<file path="config.mk">
export PLATFORM = sky130hd
export DESIGN_NAME = mem_bus_arbiter
export DESIGN_NICKNAME = d
export VERILOG_FILES = /design/src/rtl/mem_bus_arbiter.sv
export SDC_FILE = /design/constraint.sdc
export NUM_CORES = 1
export LEC_CHECK = 0
export CORE_AREA = 2 2 108 110
export DETAILED_ROUTE_END_ITERATION = 16
export DIE_AREA = 0 0 110 112
export HOLD_SLACK_MARGIN = 0.06
export PLACE_DENSITY_LB_ADDON = 0.12
export SLEW_MARGIN = 20
export SYNTH_ARGS = -nofsm -noshare
export SYNTH_HDL_FRONTEND = slang
export SYNTH_SLANG_ARGS = --single-unit
</file>
<file path="constraint.sdc">
create_clock -name clk -period 1.7 [get_ports clk]
set_clock_uncertainty 0.1 [all_clocks]
set_input_delay 0.34 -clock clk [delete_from_list [all_inputs] [get_ports clk]]
set_output_delay 0.34 -clock clk [all_outputs]
set_load 0.02 [all_outputs]
</file>
<file path="src/rtl/mem_bus_arbiter.sv">
// Arbitrates one SRAM-like bus between the IF fetch port and the MEM data port.
// One transaction in flight at a time; data wins ties, with a bounded streak.
module mem_bus_arbiter #(
  parameter int DATA_STREAK_MAX = 4,
  parameter int STREAK_W        = 3
) (
  input  logic        clk,
  input  logic        resetn,
  input  logic        inst_req,
  input  logic [31:0] inst_addr,
  output logic        inst_addr_ok,
  output logic        inst_data_ok,
  output logic [31:0] inst_rdata,
  input  logic        data_req,
  input  logic        data_wr,
  input  logic [3:0]  data_wstrb,
  input  logic [31:0] data_addr,
  input  logic [31:0] data_wdata,
  output logic        data_addr_ok,
  output logic        data_data_ok,
  output logic [31:0] data_rdata,
  output logic        bus_req,
  output logic        bus_wr,
  output logic [3:0]  bus_wstrb,
  output logic [31:0] bus_addr,
  output logic [31:0] bus_wdata,
  input  logic        bus_addr_ok,
  input  logic        bus_data_ok,
  input  logic [31:0] bus_rdata,
  output logic        busy
);

  typedef enum logic [1:0] {S_IDLE, S_REQ, S_WAIT} state_t;

  localparam logic                OWN_INST   = 1'b0;
  localparam logic                OWN_DATA   = 1'b1;
  localparam logic [STREAK_W-1:0] STREAK_SAT = STREAK_W'(DATA_STREAK_MAX);

  state_t              r_state;
  state_t              w_next;
  logic                r_owner;
  logic [STREAK_W-1:0] r_streak;
  logic                r_wr;
  logic [3:0]          r_wstrb;
  logic [31:0]         r_addr;
  logic [31:0]         r_wdata;

  logic w_idle;
  logic w_grant_d;
  logic w_grant_i;
  logic w_streak_full;

  // Gate with resetn so addr_ok stays low combinationally while reset is held.
  assign w_idle        = (r_state == S_IDLE) & resetn;
  assign w_streak_full = (r_streak == STREAK_SAT);
  assign w_grant_d     = w_idle & data_req & ~(inst_req & w_streak_full);
  assign w_grant_i     = w_idle & inst_req & ~w_grant_d;

  always_ff @(posedge clk or negedge resetn) begin
    if (!resetn) r_state <= S_IDLE;
    else         r_state <= w_next;
  end

  always_ff @(posedge clk or negedge resetn) begin
    if (!resetn) begin
      r_owner  <= OWN_INST;
      r_streak <= '0;
      r_wr     <= 1'b0;
      r_wstrb  <= '0;
      r_addr   <= '0;
      r_wdata  <= '0;
    end else if (w_grant_d) begin
      r_owner <= OWN_DATA;
      r_wr    <= data_wr;
      r_wstrb <= data_wstrb;
      r_addr  <= data_addr;
      r_wdata <= data_wdata;
      // Streak only counts data grants that actually made fetch wait.
      if (!inst_req)          r_streak <= '0;
      else if (!w_streak_full) r_streak <= r_streak + STREAK_W'(1);
    end else if (w_grant_i) begin
      r_owner  <= OWN_INST;
      r_wr     <= 1'b0;
      r_wstrb  <= '0;
      r_addr   <= inst_addr;
      r_wdata  <= '0;
      r_streak <= '0;
    end
  end

  always_comb begin
    w_next       = r_state;
    inst_addr_ok = w_grant_i;
    data_addr_ok = w_grant_d;
    inst_data_ok = 1'b0;
    data_data_ok = 1'b0;
    inst_rdata   = '0;
    data_rdata   = '0;
    bus_req      = 1'b0;
    case (r_state)
      S_IDLE: begin
        if (w_grant_d | w_grant_i) w_next = S_REQ;
      end
      S_REQ: begin
        bus_req = 1'b1;
        if (bus_addr_ok) w_next = S_WAIT;
      end
      S_WAIT: begin
        if (bus_data_ok) begin
          w_next = S_IDLE;
          if (r_owner == OWN_DATA) begin
            data_data_ok = 1'b1;
            data_rdata   = bus_rdata;
          end else begin
            inst_data_ok = 1'b1;
            inst_rdata   = bus_rdata;
          end
        end
      end
      default: w_next = S_IDLE;
    endcase
  end

  // Latched fields are zero after reset, so the bus outputs also read zero then.
  assign bus_wr    = r_wr;
  assign bus_wstrb = r_wstrb;
  assign bus_addr  = r_addr;
  assign bus_wdata = r_wdata;
  assign busy      = (r_state != S_IDLE);

endmodule
</file>
Yosys cells after proc, flatten, opt, wreduce, memory -nomap -nowiden --
Cells that the tools add are included.
Cells by class: $lt $le $gt $ge 0, mux-type cells 30, shift operators 0, div/mod/pow operators 0, bitwise logic cells 9, eq/ne operators 7, $add $sub $neg 1, $mul 0, reduce and logical (&&, ||, !) cells 5
Operators by type and width (number):
- two-way mux 32 bit | 10
- two-way mux 3 bit | 4
- two-way mux 1 bit | 10
- two-way mux 4 bit | 2
- bitwise AND 1 bit | 6
- two-way mux 2 bit | 3
- case mux 2 bit (3 select lines) | 1
- != test 2 bit, second input constant | 2
- nonzero test 2 bit | 2
- adder 3 x 1 -> 3 bit, second input constant | 1
- == test 3 bit, second input constant | 1
- != test 3 bit, second input constant | 1
- AND reduction 3 bit | 1
- == test 2 x 1 -> 1 bit, second input constant | 1
- == test 2 bit, second input constant | 1
- zero test 2 bit | 1
- != test 2 x 1 -> 1 bit, second input constant | 1
- NOT 1 bit | 2
- AND reduction 2 bit | 1
- bitwise OR 1 bit | 1
Word-level totals: memory bits (writable) 0, memories kept 0, latch bits 0, logic and storage cells 59, bits in read-only memories 0, output and inout bits 139, bits in registers 75, input port bits 139

Logic depth before layout (Yosys ltp) --
depth after elaboration 9, gate-level depth with buffers 6, gate-level depth less buffers 5

Worst setup path before layout --
OpenSTA, ideal clock, no wires.
path kind register -> output, from register r_streak[0], to output port inst_addr_ok, data required time 1260 ps, stages on the path, launching flop included 6, slack -261 ps, buffers on the path 1, arrival time 1521 ps, cells stage by stage dfrtp_1 > inv_1 > ha_1 > nand3_1 > clkbuf_1 > a21boi_0
Between the ends: longest elaborated chain between the ends 6
Ends and longest elaborated chain:
- start, declared | line 42 | logic [STREAK_W-1:0] r_streak;
- start signal, assigned | line 80 | else if (!w_streak_full) r_streak <= r_streak + STREAK_W'(1);
- == test 3 bit | line 55 | assign w_streak_full = (r_streak == STREAK_SAT);
- bitwise AND 1 bit | line 56 | assign w_grant_d = w_idle & data_req & ~(inst_req & w_streak_full);
- NOT 1 bit | line 56
- bitwise AND 1 bit | line 56
- NOT 1 bit | line 57 | assign w_grant_i = w_idle & inst_req & ~w_grant_d;
- bitwise AND 1 bit | line 57
- end, declared | line 11 | output logic inst_addr_ok,
Every way passes these cells.

Worst setup path after layout --
from register r_state[0], to output port data_rdata[21]
Between the ends: longest elaborated chain between the ends 2
Ends and longest elaborated chain:
- start, declared | line 39 | state_t r_state;
- start signal, assigned | line 61 | else r_state <= w_next;
- == test 2 bit | line 100 | case (r_state)
- two-way mux 32 bit | line 100
- end, declared | line 21 | output logic [31:0] data_rdata,
Every way passes these cells.

==> results.json <==
{
  "wl_um": 15100,
  "max_slew.worst_pin.slew_ns": 0.802,
  "netlist_instances": 373,
  "max_freq_ghz": 0.473,
  "ys.warnings.count": 0,
  "cts_made_buffers": 9,
  "end_kind": "output port",
  "ios": 278,
  "path_clk_slew_ns": 0.06,
  "fp.dieW_um": 110,
  "synth_ff_type": "dfrtp_1",
  "period_share": 1.24,
  "clock_latency_ns": 0.33,
  "status": "finished with violations",
  "antenna_found_initial": 0,
  "die_h_um": 112,
  "cp-startpoint": "r_state[0]",
  "grt-ovfl-total": 0,
  "leakage_nw": 3.52,
  "drv_slew": 0,
  "clock_sinks": 75,
  "finalHoldViolations": 0,
  "coreArea_um2": 11200,
  "violations": "negative setup slack",
  "avgSynthCellArea_um2": 9.96,
  "fillers": 878,
  "wl_per_cell_um": 18.3,
  "drv_cap": 0,
  "startpoint_type": "flip-flop",
  "r2r_start": "r_state[1]",
  "async_reset_ff_frac": 1.00,
  "finalWorstSetupSlack_ns": -0.416,
  "rrSetupSlack_ns": -0.22,
  "drt-initial-drc-count": 196,
  "pre_cts_ws_ns": -0.783,
  "yosysMostFrequentCell": "dfrtp_1",
  "grt_max_degree": 63,
  "grt_pass1_vias": 4319,
  "final_nets": 820,
  "cts-root-buf": "clkbuf_16",
  "area_growth_pct": 109,
  "r2r_cells": 8,
  "drive_above_1_share": 0.363,
  "start_util": 0.332,
  "globalplace.congestion": 0.805,
  "synth_area_um2": 3710,
  "hold_path.class": "in2async",
  "synth_commonest_cells": "75 x dfrtp_1, 64 x and2_1, 37 x a22o_1, 33 x nand3_1, 25 x nand2_1",
  "drt-pass1-iter-count": 4,
  "finalSetupViolations": 143,
  "viasPerCell": 5.06,
  "synth_top_cell_area_share": 0.505,
  "synth_area_leaders": "dfrtp_1 51%, and2_1 11%, a22o_1 8.7%",
  "dieArea_um2": 12300,
  "diodes": 0,
  "yosysTopAreaCell": "dfrtp_1",
  "setup.worst_path.class": "reg2out",
  "power_w": 0.0107,
  "power_density_nw_per_um2": 1370,
  "yosysSeqAreaShare": 0.505,
  "cp-endpoint": "data_rdata[21]",
  "ys_ff_latch": 75,
  "ctsHtreeMaxLevel": 3,
  "portBuffers": 277,
  "synth_edf_count": 0,
  "r2r_end": "r_streak[1]",
  "relSlewSlack": 0.464,
  "cp_data_required_time_ns": 1.26,
  "grt_use_total": 0.236,
  "clock_path_buffers": 2,
  "dpl.hpwl_um": 10000,
  "grt_pass1_wl_um": 22800,
  "worstPathMaxFanout": 8,
  "arrival_ns": 1.68,
  "cts_tree": "built",
  "synthDistinctLibCells": 32,
  "rsz0062_at_grt": "yes",
  "syn-num-nets": 514,
  "hold_ws_ns": 0.113,
  "tns_ns": -35.96,
  "num_vias": 4187,
  "irDropWorstVdd_mv": 0.776,
  "ant_nets": 0,
  "drc": 0,
  "rows": 39,
  "layout_min_cycle_time_ns": 2.12
}
-- layout by cell type (no fill, tap or decap), drive strengths merged --
cell type and instances:
nand2b 2, dlygate4sd2 69, nand4bb 1, and4bb 2, clkinvlp 1, nor2 3
a21o 1, nand3 33, ha 2, and3 1, o211ai 22, o22ai 1
a21oi 12, or2 2, nand2 25, a31o 1, a32o 1, inv 4
nor3b 3, o21ai 34, clkbuf 12, a31oi 10, and2 64, a21boi 1
dfrtp 75, clkdlybuf4s50 137, and4b 1, clkinv 4, a22o 37, buf 120
dlygate4sd3 1, bufinv 1, or3b 1
-- per-layer routing --
layer	GRT usage	part of all wire	vias to the layer above	wire length, um
met3	0.0615	0.075	27	1140
met4	0.0759	0.022	0	337
li1	-	-	1967	-
met1	0.305	0.41	2028	6200
met5	0	0	-	0
met2	0.384	0.49	165	7470
-- flip-flops by register name, summed over array words and instances, names as in the netlist --
name / count
r_state: 2
bus_wdata: 32
bus_wr: 1
r_streak: 3
bus_wstrb: 4
bus_addr: 32
r_owner: 1
-- how the worst min path moves through the flow --
| stage | startpoint | endpoint |
|---|---|---|
| after floorplan | resetn | bus_addr[0] |
| after global placement | resetn | r_streak[0] |
| after detailed placement | resetn | r_streak[0] |
| after CTS | resetn | bus_addr[16] |
| after global routing | resetn | bus_addr[16] |
| final | resetn | bus_addr[16] |
-- where the power goes --
| group | internal (W) | switching (W) | leakage [nW] | total (W) |
|---|---|---|---|---|
| Sequential | 0.00264 | 0.000524 | 0.930 | 0.00317 |
| Clock | 0.00118 | 0.000737 | 0.148 | 0.00191 |
| Combinational | 0.00273 | 0.00288 | 2.44 | 0.00561 |
-- per-stage QoR --
stage,area [um2],utilization,std cells
6_report,7780,0.696,827
5_1_grt,7780,0.696,827
4_1_cts,7680,0.688,827
3_5_place_dp,6840,0.612,791
3_3_place_gp,6840,0.612,791
2_1_floorplan,3760,-,373
-- what timing repair did --
| action | 4_1_cts | 5_1_grt |
|---|---|---|
| setup buffers | 13 | 3 |
| cloned | 7 | 4 |
| pin swaps | 55 | 39 |
| hold endpoints to repair | 17 | 0 |
| resized for setup | 576 | 45 |
| endpoints found under the setup margin | 202 | 144 |
| hold buffers | 1 | 0 |
-- worst max-delay path: stages, from the launching register on --
cell and delay, ns:
dfrtp_1 0.41, buf_6 0.13, and4b_2 0.30, buf_6 0.12
clkbuf_16 0.14, and2_4 0.14, buf_6 0.11
-- area by class of cell --
class                           instances  area, um2  area share
Clock buffer                           10        239      0.0307
Clock inverter                          6       65.1     0.00836
Inverter                                4       15.0     0.00193
Multi-Input combinational cell        260       1990       0.255
Sequential cell                        75       1880       0.241
Tap cell                              143        179      0.0230
Timing Repair Buffer                  329       3420       0.439
-- kinds of logic after synthesis --
group,count (synthesis),synth area share
AOI/OAI and AO/OA,120,0.221
and+or+nand+nor,138,0.215
DFF,75,0.505
buffers and inverters,38,0.0515
adders and majority gates,2,0.00674
Power figures use the tool's default switching activity.
